File: src/rtl/seg7_to_bcd.sv
// seg7_to_bcd
//   Decodes a pair of active-low seven-segment patterns (tens, ones) into a
//   binary value 0..15. It uses a ready/valid handshake on both sides and
//   keeps a saturating count of error results that have been delivered.
//
//   Pipeline: IDLE -> CAPTURE -> DECODE -> HOLD -> IDLE.
//     Transfer at edge N. Each digit is classified at edge N+1. The result
//     is registered with out_valid at edge N+2. It is then held until the
//     consumer accepts it.
//
//   Ports
//     clk        in   sole clock, rising edge
//     rst_n      in   asynchronous active-low reset
//     seg_ones   in   [6:0] ones digit, active-low, bit6=g .. bit0=a
//     seg_tens   in   [6:0] tens digit, active-low, same bit order
//     in_valid   in   input pair presented
//     in_ready   out  block can accept (IDLE only)
//     bcd        out  [3:0] decoded value
//     err        out  pair not decodable or value > 15
//     out_valid  out  bcd/err valid
//     out_ready  in   consumer accepts
//     err_cnt    out  [7:0] saturating count of delivered err results
//
//   Configuration
//     SEG_ALT5_EN  when defined, ones pattern 1001001 is also accepted as 5.
module seg7_to_bcd (
  input  logic       clk,
  input  logic       rst_n,
  input  logic [6:0] seg_ones,
  input  logic [6:0] seg_tens,
  input  logic       in_valid,
  output logic       in_ready,
  output logic [3:0] bcd,
  output logic       err,
  output logic       out_valid,
  input  logic       out_ready,
  output logic [7:0] err_cnt
);

  typedef enum logic [1:0] {
    IDLE    = 2'd0,
    CAPTURE = 2'd1,
    DECODE  = 2'd2,
    HOLD    = 2'd3
  } state_t;

  state_t     state_q, state_d;
  logic [6:0] ones_q, ones_d;
  logic [6:0] tens_q, tens_d;
  logic [3:0] ones_val_q, ones_val_d;
  logic       ones_ok_q, ones_ok_d;
  logic       tens_one_q, tens_one_d;
  logic       tens_ok_q, tens_ok_d;
  logic [3:0] bcd_q, bcd_d;
  logic       err_q, err_d;
  logic       out_valid_q, out_valid_d;
  logic [7:0] err_cnt_q, err_cnt_d;

  // Classification of the captured ones pattern.
  logic [3:0] ones_dec;
  logic       ones_dec_ok;

  always_comb begin
    ones_dec    = 4'd0;
    ones_dec_ok = 1'b1;
    case (ones_q)
      7'b1000000: ones_dec = 4'd0;
      7'b1111001: ones_dec = 4'd1;
      7'b0100100: ones_dec = 4'd2;
      7'b0110000: ones_dec = 4'd3;
      7'b0011001: ones_dec = 4'd4;
      7'b0010010: ones_dec = 4'd5;
`ifdef SEG_ALT5_EN
      7'b1001001: ones_dec = 4'd5;
`endif
      7'b0000010: ones_dec = 4'd6;
      7'b1111000: ones_dec = 4'd7;
      7'b0000000: ones_dec = 4'd8;
      7'b0011000: ones_dec = 4'd9;
      default:    ones_dec_ok = 1'b0;
    endcase
  end

  // The sum is 5 bits wide. The tens digit is 0 or 1, so the largest
  // value is 19. Any value above 15 is an error.
  logic [4:0] value;
  assign value = (tens_one_q ? 5'd10 : 5'd0) + {1'b0, ones_val_q};

  always_comb begin
    state_d     = state_q;
    ones_d      = ones_q;
    tens_d      = tens_q;
    ones_val_d  = ones_val_q;
    ones_ok_d   = ones_ok_q;
    tens_one_d  = tens_one_q;
    tens_ok_d   = tens_ok_q;
    bcd_d       = bcd_q;
    err_d       = err_q;
    out_valid_d = out_valid_q;
    err_cnt_d   = err_cnt_q;

    case (state_q)
      IDLE: begin
        if (in_valid) begin
          ones_d  = seg_ones;
          tens_d  = seg_tens;
          state_d = CAPTURE;
        end
      end
      CAPTURE: begin
        ones_val_d = ones_dec;
        ones_ok_d  = ones_dec_ok;
        // An all-segments-lit tens pattern encodes tens digit 0.
        tens_one_d = (tens_q == 7'b1111001);
        tens_ok_d  = (tens_q == 7'b1111001) || (tens_q == 7'b0000000);
        state_d    = DECODE;
      end
      DECODE: begin
        if (!ones_ok_q || !tens_ok_q || (value > 5'd15)) begin
          bcd_d = 4'd0;
          err_d = 1'b1;
        end else begin
          bcd_d = value[3:0];
          err_d = 1'b0;
        end
        out_valid_d = 1'b1;
        state_d     = HOLD;
      end
      HOLD: begin
        if (out_ready) begin
          out_valid_d = 1'b0;
          if (err_q && (err_cnt_q != 8'hFF)) begin
            err_cnt_d = err_cnt_q + 8'd1;
          end
          state_d = IDLE;
        end
      end
      default: state_d = IDLE;
    endcase
  end

  always_ff @(posedge clk or negedge rst_n) begin
    if (!rst_n) begin
      state_q     <= IDLE;
      ones_q      <= 7'h7F;
      tens_q      <= 7'h7F;
      ones_val_q  <= 4'd0;
      ones_ok_q   <= 1'b0;
      tens_one_q  <= 1'b0;
      tens_ok_q   <= 1'b0;
      bcd_q       <= 4'd0;
      err_q       <= 1'b0;
      out_valid_q <= 1'b0;
      err_cnt_q   <= 8'd0;
    end else begin
      state_q     <= state_d;
      ones_q      <= ones_d;
      tens_q      <= tens_d;
      ones_val_q  <= ones_val_d;
      ones_ok_q   <= ones_ok_d;
      tens_one_q  <= tens_one_d;
      tens_ok_q   <= tens_ok_d;
      bcd_q       <= bcd_d;
      err_q       <= err_d;
      out_valid_q <= out_valid_d;
      err_cnt_q   <= err_cnt_d;
    end
  end

  assign in_ready  = (state_q == IDLE);
  assign bcd       = bcd_q;
  assign err       = err_q;
  assign out_valid = out_valid_q;
  assign err_cnt   = err_cnt_q;

endmodule

File: config.mk
export PLATFORM = sky130hd
export DESIGN_NAME = seg7_to_bcd
export DESIGN_NICKNAME = d
export VERILOG_FILES = /design/src/rtl/seg7_to_bcd.sv
export SDC_FILE = /design/constraint.sdc
export NUM_CORES = 1
export LEC_CHECK = 0
export CORE_UTILIZATION = 50
export CTS_CLUSTER_SIZE = 28
export DETAILED_ROUTE_END_ITERATION = 8
export DONT_BUFFER_PORTS = 1
export GPL_TIMING_DRIVEN = 0
export PLACE_DENSITY = 0.62
export SYNTH_ARGS = -nofsm -noshare
export SYNTH_HDL_FRONTEND = slang
export SYNTH_SLANG_ARGS = --single-unit
File: constraint.sdc
create_clock -name clk -period 2.06 [get_ports clk]
set_input_delay 0.309 -clock clk [delete_from_list [all_inputs] [get_ports clk]]
set_output_delay 0.309 -clock clk [all_outputs]
set_load 0.01 [all_outputs]
After elaboration in Yosys (flattened, before gate mapping)
Cells that the tools add are included.

storage, ports and cells
  register bits after elaboration = 37
  input port bits = 18
  output and inout bits = 15
  logic and storage cells = 55

cells by class
  add/subtract/negate cells = 2
  order comparisons = 1
  equal/unequal tests = 16
  multiplexer cells = 10
  reductions and logical operators = 15

operators by type and width
  cell                                                                             count
  4-bit one-hot mux with 9 select lines                                            1
  7-bit == test, second input constant                                             4
  7-bit by 5-bit == test with 1-bit output, second input constant                  3
  7-bit by 6-bit == test with 1-bit output, second input constant                  2
  7-bit zero test                                                                  2
  10-bit OR reduction                                                              1
  8-bit by 1-bit adder with 8-bit output, second input constant                    1
  4-bit 2-to-1 mux                                                                 2
  8-bit inequality test, second input constant                                     1
  2-bit one-hot mux with 4 select lines                                            1
  7-bit by 2-bit == test with 1-bit output, second input constant                  1
  2-bit AND reduction                                                              3
  4-bit by 4-bit adder with 5-bit output                                           1
  5-bit by 4-bit greater-than comparator with 1-bit output, second input constant  1
  2-bit == test, second input constant                                             2
  2-bit 2-to-1 mux                                                                 2
  2-bit inequality test, second input constant                                     2
  1-bit logical OR                                                                 3
  1-bit 2-to-1 mux                                                                 3
  3-bit AND reduction                                                              1
  2-bit by 1-bit == test with 1-bit output, second input constant                  1
  1-bit zero test                                                                  2
  2-bit zero test                                                                  1
  1-bit one-hot mux with 2 select lines                                            1
  2 further kinds                                                                  2

Depth between registers and ports, before layout
Gate-level depths: netlist of the first run.

  word-level depth = 5
  gate-level depth with buffers = 7
  depth with buffers taken out = 6

Least setup slack after synthesis of the first run
OpenSTA, ideal clock, no wires.

  path type = reg2reg
  from = register state_q[0]
  to = register ones_q[0]
  library setup time = 0.082 ns
  arrival time = 1.414 ns
  data required time = 1.978 ns
  path slack = 0.564 ns
  stages on the path, launching flop included = 6
  path buffers = 1
  clock period less this slack = 1.496 ns
  cells stage by stage = dfrtp_1 > inv_1 > ha_1 > nand2_1 > buf_2 > mux2_2

between the ends
  word-level cells in the longest chain between the ends = 2

RTL lines
  item                           RTL line  text
  start, declared                47        state_t state_q, state_d;
  start signal, assigned         156       state_q <= state_d;
  2-bit zero test                n/a
  net in_ready                   32        output logic in_ready,
  2-bit AND reduction (no line)  n/a
  end signal, assigned           157       ones_q <= ones_d;
  end, declared                  48        logic [6:0] ones_q, ones_d;

The timed path passes the listed nets, and every way through them passes these cells.
A chain may end at the register's enable or synchronous reset.

Worst setup path after layout of the first run
  from = register state_q[0]
  to = register ones_q[4]

The elaborated chain is that of the path after synthesis.

==> run summary, run 1 <==
status -> finished clean
DR vias -> 1,272
Post-DP HPWL -> 2390 um
first-pass iteration count of the detailed router -> 4
CTS buffer count -> 5
pin count of the biggest net entering global routing -> 38
Clk Latency, worst-skew pair -> 290 ps
worst path required time -> 2280 ps
row cnt -> 21
CP Capture Type -> register
NetSw -> 1.06 mW
share of post-route cells with drive strength above 1 -> 27.1%
P&R area growth vs syn -> 11.6%
Flop pwr share -> 43.0%
Finished Core Util -> 60.4%
area post-placement -> 0.00192 mm2
IO Count -> 33
Buffers on Ports -> 0
Sw Ratio -> 34.5%
DR iter-0 viols -> 115
number of synthesized flops with an enable pin -> 0
initial core utilization -> 54.1%
diode count -> 0
DRC viols -> 0
async set or reset register ratio after synthesis -> 100%
GRT overflow -> 0
Pint -> 2.01 mW
first-pass GRT wire length -> 5860 um
crit-path max FO -> 10
Final Hold Fails -> 0
TNS Setup -> 0 ps
syn nets -> 197
Tmin final -> 1710 ps
Mapped Area -> 0.00186 mm2
VDD IR max -> 0.845 mV
Final Skew -> 5.79 ps
ys flop type -> dfrtp_1
sequential fraction of the synthesis area -> 50.7%
Final Instance Area -> 0.00208 mm2
yosys warns -> 0
Final ANT Viol Nets -> 0
Filler cells -> 289
Vert. Die Dim -> 63.0 um
CP Launch Type -> register
Worst Path Class, Setup -> reg2reg
core region area -> 0.00344 mm2
Clock Tree Root -> clkbuf_8
Total GRT Usage -> 19.2%
highest-count cells in the layout ignoring fill and taps -> dfrtp_1 (23), nor2_1 (15), mux2_2 (15), dfstp_2 (14)
min-delay worst type -> in2reg
Rel. slew slack -> 72.0%
final setup fails -> 0
Comb pwr share -> 34.4%
Syn Inst Count -> 171
Post-Syn Area per Cell -> 10.9 um2
clock slew at reported path FFs -> 80 ps
initial antenna violation count -> 0
Post-CTS Setup Repair Bufs -> 0
CTS Sinks -> 37
die area -> 0.00397 mm2
Clk pwr share -> 22.6%
Leakage -> 0.908 nW
Hold Slack -> 125 ps
CTS max path bufs -> 2
GP Congestion -> 0.778
flop and latch count out of synthesis -> 37
# Max-Cap Violations -> 0
worst slew pin tran -> 418 ps
mean routed wirelength per cell -> 14.6 um
Max Clk Rate -> 583 MHz
fin crit share -> 83.2%
# resized after CTS -> 0
Die W -> 63.0 um
vias in the first global route -> 1,286
vias per inst -> 5.60
WP data arrival -> 1930 ps
TritonCTS clock tree -> done
H-Tree Depth -> 2
unique cell type count in the Yosys netlist -> 41
Final Slew Violations -> 0
RSZ-0062 raised after global routing -> no
number of nets in the layout -> 206
commonest non-fill, non-tap cell in the layout -> dfrtp_1
power per cell area -> 1470 mW/mm2
final WL -> 3320 um
-- sequential cells by signal, indices dropped and copies added, names as in the netlist --
name and count:
ones_val_q 4, tens_one_q 1, ones_q 7, ones_ok_q 1
tens_q 7, err 1, tens_ok_q 1, bcd 4
state_q 2, err_cnt 8, out_valid 1
-- cells in the mapped netlist (2+ instances only) --
| cell | instances | area share (%) |
|---|---|---|
| nand3_1 | 7 | 1.9 |
| mux2_2 | 15 | 9.1 |
| a31oi_1 | 3 | 1.0 |
| xor2_1 | 4 | 1.9 |
| nand2_1 | 12 | 2.4 |
| nor3_1 | 2 | 0.54 |
| a32oi_1 | 2 | 0.94 |
| xnor2_1 | 5 | 2.4 |
| and3_1 | 2 | 0.67 |
| nor3b_1 | 2 | 0.81 |
| dfstp_2 | 14 | 20 |
| a21oi_1 | 3 | 0.81 |
| nor2_1 | 15 | 3.0 |
| o22ai_1 | 2 | 0.67 |
| buf_2 | 6 | 1.6 |
| nand4_1 | 2 | 0.67 |
| inv_1 | 12 | 2.4 |
| dfrtp_1 | 23 | 31 |
| ha_1 | 8 | 5.4 |
| o21ai_0 | 11 | 3.0 |
-- path summary, 6_finish.rpt --
| check | from | endpoint | slack (ps) | cells past startpoint |
|---|---|---|---|---|
| worst max-delay path | state_q[0] | ones_q[4] | 350 | 5 |
| worst min-delay path | out_ready | out_valid | 120 | 1 |
| worst max register to register | state_q[0] | ones_q[4] | 350 | 5 |
| worst min register to register | ones_val_q[0] | bcd[0] | 490 | 2 |
| max in group asynchronous | rst_n | tens_q[0] | 1320 | 2 |
| min in group asynchronous | rst_n | ones_val_q[2] | 480 | 2 |
-- cell families after synthesis --
kind of cell / count (synthesis) / share of synthesized area, %
multiplexers: 15 / 9.07
AND/OR/NAND/NOR: 55 / 15.6
adder cells (fa/ha/maj): 8 / 5.38
flip-flops: 37 / 50.7
buffers and inverters: 19 / 4.44
AO/OA/AOI/OAI: 28 / 10.6
XOR/XNOR: 9 / 4.23
-- layer usage --
| layer | wire (um) | vias to the layer above | share of wire [%] | track usage, % |
|---|---|---|---|---|
| li1 | - | 618 | - | - |
| met1 | 1510 | 624 | 45 | 24.6 |
| met2 | 1630 | 25 | 49 | 30.5 |
| met3 | 135 | 5 | 4.1 | 6.20 |
| met4 | 45 | 0 | 1.4 | 6.10 |
| met5 | 0 | - | 0 | 0 |
-- final cells by class --
type / instances / area (um2) / share of cell area (%)
timing repair buffer: 2 / 30.0 / 1.44
buffer: 7 / 37.5 / 1.81
clock inverter: 2 / 35.0 / 1.69
tap: 46 / 57.6 / 2.77
inverter: 12 / 45.0 / 2.17
sequential: 37 / 943 / 45.4
clock buffer: 6 / 93.8 / 4.52
multi-input combinational: 115 / 836 / 40.2
-- power groups by stage --
stage / clock [mW] / sequential, mW / combinational [mW]
finish: 0.692 / 1.32 / 1.05
global placement: 0 / 1.32 / 0.989
floorplan: 0 / 1.27 / 0.865
detailed placement: 0 / 1.33 / 1.04
global route: 0.743 / 1.35 / 1.20
CTS: 0.715 / 1.32 / 1.06
-- critical path, stage by stage, from the launching register on --
cell,delay (ps)
dfrtp_1,400
inv_1,90
ha_1,280
nand2_1,220
buf_2,290
mux2_2,360
-- repair_timing --
action | CTS | global route
endpoints found under the setup margin | 0 | 0
endpoints found under the hold margin | 37 | 0
hold buffers | 2 | 0
-- through the flow --
step	cells	power [mW]	worst slack (ps)
floorplan	171	2.13	564
global placement	217	2.30	382
detailed placement	217	2.37	338
CTS	227	3.09	324
global route	227	3.29	212
finish	227	3.06	346
Note: power is estimated with default switching activity, not from simulation.
==> run 2, diff against run 1 <==
- PLACE_DENSITY: 0.62 -> 0.65
- clock period: 2.06 -> 1.5 ns (I/O delays scaled with it)
==> run summary, run 2 (synthesis results as in run 1) <==
status -> finished clean (unchanged)
Clock Tree Root -> clkbuf_8 (unchanged)
DRC viols -> 0 (unchanged)
CP max stage cell -> dfrtp_2 (was dfrtp_1)
pin count of the biggest net entering global routing -> 38 (unchanged)
# Max-Cap Violations -> 0 (unchanged)
final WL -> 3460 um (was 3320 um)
commonest non-fill, non-tap cell in the layout -> dfrtp_1 (unchanged)
vias per inst -> 5.60 (about the same)
CP Cell Sequence -> and4_4 > a41oi_4 > mux2_2 (was inv_1 > ha_1 > nand2_1 > buf_2 > mux2_2)
Worst Hold Depth -> 1 (unchanged)
CTS buffer count -> 5 (unchanged)
Final ANT Viol Nets -> 0 (unchanged)
post-route setup slack -> 13.6 ps (was 346 ps)
number of nets in the layout -> 211 (was 206)
worst path required time -> 1670 ps (was 2280 ps)
r2r worst-path depth -> 3 (was 5)
Crit Reg-Reg Endpoint -> err_cnt[1] (was ones_q[4])
CP Launch Type -> register (unchanged)
CP Capture Type -> register (unchanged)
power per cell area -> 1950 mW/mm2 (was 1470 mW/mm2)
core region area -> 0.00344 mm2 (unchanged)
GRT overflow -> 0 (unchanged)
clock slew at reported path FFs -> 80 ps (about the same)
critical hold path startpoint -> out_ready (unchanged)
Total GRT Usage -> 19.6% (was 19.2%)
initial antenna violation count -> 0 (unchanged)
CP max stage delay -> 460 ps (was 400 ps)
Buffers on Ports -> 0 (unchanged)
Final Skew -> 6.10 ps (was 5.79 ps)
cell count after placement -> 217 (unchanged)
GP Congestion -> 0.809 (was 0.778)
initial core utilization -> 54.1% (unchanged)
DR vias -> 1,299 (was 1,272)
DR iter-0 viols -> 102 (was 115)
final setup fails -> 0 (unchanged)
Final Slew Violations -> 0 (unchanged)
Vert. Die Dim -> 63.0 um (unchanged)
vias in the first global route -> 1,299 (was 1,286)
Leakage -> 0.906 nW (was 0.908 nW)
first-pass iteration count of the detailed router -> 6 (was 4)
first-pass GRT wire length -> 6000 um (was 5860 um)
Hold Path Sink -> out_valid (unchanged)
VDD IR max -> 1.20 mV (was 0.845 mV)
TritonCTS clock tree -> done (unchanged)
Finished Core Util -> 63.1% (was 60.4%)
max FFs per register -> 8 (unchanged)
Max Clk Rate -> 673 MHz (was 583 MHz)
mean routed wirelength per cell -> 14.9 um (was 14.6 um)
reg-to-reg slack, setup -> 10 ps (was 350 ps)
min-delay worst type -> in2reg (unchanged)
H-Tree Depth -> 2 (unchanged)
Rel. slew slack -> 79.9% (was 72.0%)
CTS max path bufs -> 2 (unchanged)
Worst Path Class, Setup -> reg2reg (unchanged)
worst slew pin tran -> 302 ps (was 418 ps)
CTS Sinks -> 37 (unchanged)
Post-DP HPWL -> 2370 um (was 2390 um)
final std cells w/o fill -> 232 (was 227)
P&R area growth vs syn -> 16.7% (was 11.6%)
Die W -> 63.0 um (unchanged)
RSZ-0062 raised after global routing -> yes (was no)
Final Hold Fails -> 0 (unchanged)
Clk Latency, worst-skew pair -> 290 ps (about the same)
highest-count cells in the layout ignoring fill and taps -> dfrtp_1 (17), mux2_2 (15), nor2_1 (14), dfstp_2 (14), nand2_1 (11) (was dfrtp_1 (23), nor2_1 (15), mux2_2 (15), dfstp_2 (14))
WP data arrival -> 1660 ps (was 1930 ps)
fin crit share -> 99.1% (was 83.2%)
Worst R2R Start -> err_cnt[3] (was state_q[0])
die area -> 0.00397 mm2 (unchanged)
IO Count -> 33 (unchanged)
row cnt -> 21 (unchanged)
share of post-route cells with drive strength above 1 -> 39.2% (was 27.1%)
crit-path max FO -> 8 (was 10)
Place WS -> -241 ps (was 338 ps)
diode count -> 0 (unchanged)
Tmin final -> 1490 ps (was 1710 ps)
==> run 2: cell count changes in the layout (fill, tap and decap cells not counted), moves of 2 or more <==
| cell | previous run | this run |
|---|---|---|
| dfrtp_2 | 0 | 6 |
| inv_2 | 0 | 2 |
| ha_1 | 8 | 4 |
| inv_1 | 12 | 9 |
| buf_2 | 6 | 4 |
| dfrtp_1 | 23 | 17 |
| buf_4 | 1 | 8 |
| ha_4 | 0 | 4 |
==> run 2: final cells by class <==
type | instances | area [um2]
fill | 287 | 1270
timing repair buffer | 8 | 75.1
buffer | 6 | 35.0
multi-input combinational | 115 | 920
sequential | 37 | 951
clock inverter | 3 | 17.5
tap | 46 | 57.6
clock buffer | 5 | 68.8
inverter | 12 | 47.5
==> run 2: per-layer routing <==
layer	routed length, um	global-route usage [%]	vias to the layer above
met5	0	0	-
met4	47	6.10	0
met3	148	6.39	6
met2	1730	30.4	28
met1	1530	25.9	632
li1	-	-	633
==> run 2: how the worst max path moves through the flow <==
stage | startpoint | to | slack [ps] | cells past startpoint
global route | err_cnt[3] | err_cnt[5] | -50 | 4
finish | err_cnt[3] | err_cnt[1] | 10 | 3
floorplan | state_q[0] | ones_q[0] | 4 | 5
global placement | state_q[0] | ones_q[0] | -180 | 5
detailed placement | state_q[0] | ones_q[1] | -240 | 5
CTS | ones_q[0] | ones_val_q[2] | 2 | 4
==> run 2: timing repair <==
action / CTS / global route
hold buffers: 2 / 0
cloned: 0 / 0
buffers inserted: 4 / 2
endpoints found under the hold margin: 37 / 0
setup endpoints to repair: 20 / 25
gates resized for setup: 11 / 18
pin swaps: 3 / 4
==> run 2: worst max-delay path: cells and delay by family (launching register included) <==
family             cells  cell delay [ps]
and+or+nand+nor        1              220
DFF                    1              460
AOI/OAI and AO/OA      1              320
muxes                  1              370
==> run 2: stage by stage <==
step	power [mW]	hold slack (ps)	setup TNS, ps	cell area (um2)
2_1_floorplan	2.93	-70.6	0	1860
3_3_place_gp	3.17	-69.8	-1930	1920
3_5_place_dp	3.26	-69.9	-2720	1920
4_1_cts	4.05	29.1	0	2090
5_1_grt	4.56	36.4	-91.9	2170
6_report	4.24	50.8	0	2170
==> run 2: report_power, final <==
part / total (mW) / internal, mW / leakage (nW) / switching [mW]
Sequential: 1.87 / 1.50 / 0.437 / 0.370
Clock: 0.671 / 0.320 / 0.0439 / 0.351
Combinational: 1.70 / 0.844 / 0.425 / 0.852
Total: 4.24 / 2.67 / 0.906 / 1.57
